**src/rtl/dot_scan_controller.sv**
```systemverilog
// Row-scanning sequencer for the flip-dot array: holds the frame buffer and walks
// the rows, driving the shared column bus with a coil pulse and dead time per row.
module dot_scan_controller #(
   parameter int COLS  = 16,
   parameter int ROWS  = 8,
   parameter int ROW_W = 3,
   parameter int CNT_W = 16
) (
   input  logic             clock,
   input  logic             reset,
   input  logic [CNT_W-1:0] cfg_pulse_len,
   input  logic [CNT_W-1:0] cfg_dead_len,
   input  logic             cfg_invert,
   input  logic             wr_en,
   input  logic [ROW_W-1:0] wr_row,
   input  logic [COLS-1:0]  wr_data,
   input  logic             start,
   input  logic             abort,
   output logic             busy,
   output logic             frame_done,
   output logic [ROWS-1:0]  row_sel,
   output logic [COLS-1:0]  dot_enable,
   output logic [COLS-1:0]  dot_state,
   output logic             dot_invert,
   output logic             output_enable
);

   typedef enum logic [2:0] {IDLE, SETUP, PULSE, DEAD, DONE} state_t;

   localparam logic [ROW_W-1:0] LAST_ROW = ROW_W'(ROWS - 1);
   localparam logic [ROWS-1:0]  ROW_ONE  = ROWS'(1);

   state_t           state;
   logic [ROW_W-1:0] row;
   logic [CNT_W-1:0] cnt;
   logic [CNT_W-1:0] pulse_len;
   logic [CNT_W-1:0] dead_len;
   logic             invert;
   logic [COLS-1:0]  buffer [ROWS];
   logic             write_ok;

   // The buffer is only writable while the registered busy flag is low.
   assign write_ok = wr_en && !busy && (int'(wr_row) < ROWS);

   always_ff @(posedge clock or posedge reset) begin
      if (reset) begin
         for (int i = 0; i < ROWS; i++) buffer[i] <= '0;
      end else if (write_ok) begin
         buffer[wr_row] <= wr_data;
      end
   end

   // Outputs are registered from the current state, so they trail the state by one edge.
   always_ff @(posedge clock or posedge reset) begin
      if (reset) begin
         state         <= IDLE;
         row           <= '0;
         cnt           <= '0;
         pulse_len     <= '0;
         dead_len      <= '0;
         invert        <= 1'b0;
         busy          <= 1'b0;
         frame_done    <= 1'b0;
         row_sel       <= '0;
         dot_enable    <= '0;
         dot_state     <= '0;
         dot_invert    <= 1'b0;
         output_enable <= 1'b0;
      end else begin
         frame_done <= 1'b0;
         busy       <= (state != IDLE);
         if (abort && state != IDLE) begin
            state         <= IDLE;
            busy          <= 1'b0;
            row_sel       <= '0;
            dot_enable    <= '0;
            dot_state     <= '0;
            dot_invert    <= 1'b0;
            output_enable <= 1'b0;
         end else begin
            case (state)
               IDLE: begin
                  row_sel       <= '0;
                  dot_enable    <= '0;
                  dot_state     <= '0;
                  dot_invert    <= 1'b0;
                  output_enable <= 1'b0;
                  if (start) begin
                     pulse_len <= cfg_pulse_len;
                     dead_len  <= cfg_dead_len;
                     invert    <= cfg_invert;
                     row       <= '0;
                     state     <= SETUP;
                  end
               end
               SETUP: begin
                  row_sel       <= ROW_ONE << row;
                  dot_state     <= buffer[row];
                  dot_enable    <= '1;
                  dot_invert    <= invert;
                  output_enable <= 1'b0;
                  cnt           <= (pulse_len == '0) ? '0 : pulse_len - 1'b1;
                  state         <= PULSE;
               end
               PULSE: begin
                  output_enable <= 1'b1;
                  if (cnt != '0) begin
                     cnt <= cnt - 1'b1;
                  end else if (dead_len != '0) begin
                     cnt   <= dead_len - 1'b1;
                     state <= DEAD;
                  end else if (row == LAST_ROW) begin
                     state <= DONE;
                  end else begin
                     row   <= row + 1'b1;
                     state <= SETUP;
                  end
               end
               DEAD: begin
                  output_enable <= 1'b0;
                  dot_enable    <= '0;
                  row_sel       <= '0;
                  if (cnt != '0) begin
                     cnt <= cnt - 1'b1;
                  end else if (row == LAST_ROW) begin
                     state <= DONE;
                  end else begin
                     row   <= row + 1'b1;
                     state <= SETUP;
                  end
               end
               DONE: begin
                  frame_done    <= 1'b1;
                  row_sel       <= '0;
                  dot_enable    <= '0;
                  dot_state     <= '0;
                  dot_invert    <= 1'b0;
                  output_enable <= 1'b0;
                  state         <= IDLE;
               end
               default: state <= IDLE;
            endcase
         end
      end
   end

endmodule
```
**config.mk**
```make
export PLATFORM = sky130hd
export DESIGN_NAME = dot_scan_controller
export DESIGN_NICKNAME = d
export VERILOG_FILES = /design/src/rtl/dot_scan_controller.sv
export SDC_FILE = /design/constraint.sdc
export NUM_CORES = 1
export LEC_CHECK = 0
export ABC_AREA = 1
export CAP_MARGIN = 10
export CORE_MARGIN = 1.5
export CORE_UTILIZATION = 51
export CTS_BUF_LIST = sky130_fd_sc_hd__clkbuf_4 sky130_fd_sc_hd__clkbuf_8 sky130_fd_sc_hd__clkbuf_16
export DETAILED_ROUTE_END_ITERATION = 16
export PLACE_DENSITY = 0.83
export SLEW_MARGIN = 20
export SYNTH_ARGS = -nofsm -noshare
export SYNTH_HDL_FRONTEND = slang
export SYNTH_SLANG_ARGS = --single-unit
```
**constraint.sdc**
```tcl
create_clock -name clock -period 22.7 [get_ports clock]
set_input_delay 5.675 -clock clock [delete_from_list [all_inputs] [get_ports clock]]
set_output_delay 5.675 -clock clock [all_outputs]
set_load 0.005 [all_outputs]
```
==> metrics.md <==
| Metric | Value |
|---|---|
| Status | `completed` |
| Post-CTS sizing | `0` |
| Fraction of layout cells with a size suffix above 1 | `5.714%` |
| Drt wl/cell | `16.25 um` |
| Routed WL | `around 28000 um` |
| Die W | `roughly 150 um` |
| Inserted Diodes | `0` |
| Starting DRT DRC Count | `916` |
| RSZ-0062 raised after global routing | `no` |
| Total power | `0.001587 W` |
| Relative slew slack | `about a third` |
| Worst Hold Slack | `0.4806 ns` |
| Synthesis Warnings | `0` |
| Synth Area per Inst | `7.661 um2` |
| Synthesized Nets | `around 1500` |
| Delay-heaviest family, CP | `flip-flops` |
| Slew @ Worst Pin | `approximately 1.0 ns` |
| # Post-CTS Setup Buffers | `0` |
| I/O Pins | `approximately 100` |
| Minimum clock period | `~7.4 ns` |
| Area of the core | `20430 um2` |
| Final Setup Violations | `0` |
| Reg2reg setup slack | `roughly 20 ns` |
| Worst path cell trace | `clkdlybuf4s50_1` |
| Post-synth EDFFs | `0` |
| TNS Setup | `0 ns` |
| Layout Skew | `approximately 0.015 ns` |
| Hpwl dp | `between 15000 and 20000 um` |
| Skew-Pair Late Insertion Delay | `0.53 ns` |
| Worst Path Buf+Inv | `1` |
| Final hold violations | `0` |
| Number of global-route vias before repair | `about 9400` |
| Port Buffer Count | `100` |
| Pins Over Slew Limit | `0` |
| Hold Crit Class | `reg -> reg` |
| Maximum fanout along the worst path | `17` |
| Utilization after layout | `approximately three fifths` |
| Pin count of the biggest net entering global routing | `about 140` |
| Critical Path End Type | `output port` |
| CP max stage cell | `dfrtp_1` |
| CTS tree | `done` |
| Total GRT Usage | `between 20 and 30%` |
| Largest cells by area after synthesis | `dfrtp_1 (49%), nand2_1 (12%), o21ai_0 (10%), nor2_1 (6.7%), inv_1 (4.0%)` |
| Leak | `just under 6 nW` |
| Initial core utilization | `a little over half` |
| DRT Pass-1 Iters | `5` |
| Num Clock Sinks | `between 200 and 250` |
| Area grow syn2layout | `17.31%` |
| Area after DPL | `11760 um2` |
| Fillers | `between 1500 and 2000` |
| Number of routed nets with antenna violations | `0` |
| CP max stage delay | `0.60 ns` |
| Number of distinct library cells after synthesis | `39` |
| CP Class | `reg -> out` |
| Gr ovfl total | `0` |
| Sequential share of the synthesized area | `49.50%` |
| Vias per cell | `~5.6` |
| Pwr dens | `126.3 nW/um2` |
| Antenna violations before repair | `0` |
| Asr flop ratio synth | `100.0%` |
| CTS max path bufs | `3` |
| FMAX | `0.1352 GHz` |
| Clock Pin Slew Worst Setup and Hold Paths | `about 0.060 ns` |
| # rows | `52` |
| # DRC | `0` |
| Synth Register Bits | `about 210` |
| Fin area | `about 13000 um2` |
| Max Cap Viol | `0` |
| Post-Syn Instances | `between 1000 and 1500` |
| Vias | `between 9000 and 10000` |
| Num CTS Buffers | `23` |
| H-tree levels | `1` |
| First-pass GRT wire length | `around 46000 um` |
| Top cell type's share of synthesized area | `between 40% and 50%` |
| Final Wtd Congestion | `between 0.8 and 0.9` |
| DIE HEIGHT | `about 150 um` |
| Die ar. | `between 20000 and 25000 um2` |
| Critical Path Start Type | `register` |
| Fin crit share | `between 30% and 40%` |
| Hold buffers post-CTS | `0` |
| Arr. time, crit path | `1.72 ns` |
| Nets | `around 1500` |
| Peak supply drop | `about 0.073 mV` |
| Clock root cell | `clkbuf_16` |
| Required time of the critical path | `roughly 17 ns` |
| Post-synth top flop | `dfrtp_1` |
| Synthesized area | `10720 um2` |
| Synth area leader | `dfrtp_1` |
## layout by cell type (no fill, tap or decap), types with 8 or more instances in the layout
master / n
a21oi_1: 62
buf_4: 8
clkbuf_16: 23
clkbuf_8: 8
clkdlybuf4s50_1: 100
dfrtp_1: 211
ha_1: 10
inv_1: 112
nand2_1: 337
nand3_1: 80
nor2_1: 191
o211ai_1: 11
o21ai_0: 224
o221ai_1: 9
xor2_1: 11
## routing by layer
| metal | track usage [%] | vias to the layer above | routed length [um] |
|---|---|---|---|
| met5 | 0 | - | 0 |
| met4 | 10.69 | 0 | 1110 |
| met3 | 3.704 | 83 | 1878 |
| met2 | 44.58 | 411 | 13820 |
| met1 | 32.93 | 4609 | 11470 |
| li1 | - | 4633 | - |
## Yosys cell counts, types with 2 or more instances
cell type	number
xor2_1	11
buf_4	15
nand2_2	2
nor2_2	6
inv_2	5
nand2_1	341
or2_2	4
clkinv_1	2
ha_1	10
nor3_1	2
a32o_1	2
a21oi_1	62
clkbuf_1	48
nor2_1	192
xnor2_1	5
buf_1	3
nand3_1	83
buf_2	10
o21ai_0	224
inv_1	113
o22ai_1	7
mux2_2	3
dfrtp_1	212
o221ai_1	9
o31ai_1	3
buf_6	2
o211ai_1	11
## sequential cells by signal (all words and copies together) (netlist names), 3 cells and up
register	cells
buffer	128
cnt	16
dead_len	16
dot_state	16
pulse_len	16
row	3
row_sel	8
state	3
## logic make-up (layout without fill, tap and decap cells)
kind of cell	count (synthesis)	after routing	synth area share (%)
buffers and inverters	198	269	7.717
muxes	3	3	0.3152
and+or+nand+nor	639	639	24.00
adders and majority gates	10	10	1.167
xor gates and xnor gates	16	16	1.307
AOI/OAI and AO/OA	321	321	15.99
DFF	212	212	49.50
## stage by stage
step | setup slack, ns | instances
after CTS | 15.20 | 1740
after detailed placement | 14.65 | 1699
final | 15.30 | 1740
after floorplan | 11.23 | 1399
after global placement | 14.77 | 1699
after global routing | 15.07 | 1740
## area by class of cell
type | instances | area [um2] | area share [%]
clock buffer | 37 | 730.7 | 5.812
clock inverter | 4 | 60.06 | 0.4777
inverter | 120 | 459.2 | 3.652
multi-input combinational | 989 | 4618 | 36.73
sequential | 212 | 5306 | 42.20
tap | 270 | 337.8 | 2.687
timing repair buffer | 108 | 1061 | 8.439
## worst paths after layout
check / from / end / depth (start not counted)
hold / removal: buffer[20] / buffer[20] / 2
setup reg to reg: row[0] / dot_state[12] / 6
setup / recovery: dot_enable[14] / dot_enable[2] / 1
max in group asynchronous: reset / row[0] / 3
hold reg to reg: buffer[20] / buffer[20] / 2
min in group asynchronous: reset / dead_len[13] / 2
## report_power, final
part / switching (W) / total [W] / internal (W)
logic: 0.000368 / 0.000584 / 0.000216
registers: 0.0000974 / 0.000617 / 0.000519
clock network: 0.000154 / 0.000387 / 0.000232
## worst reg2reg max path, stage by stage (launching register included)
cell      delay, ns
dfrtp_2        0.34
buf_4          0.55
clkinv_2       0.90
o21ai_0        0.51
o22ai_1        0.12
o21ai_0        0.24
o21ai_0        0.11
Power figures use the tool's default switching activity.
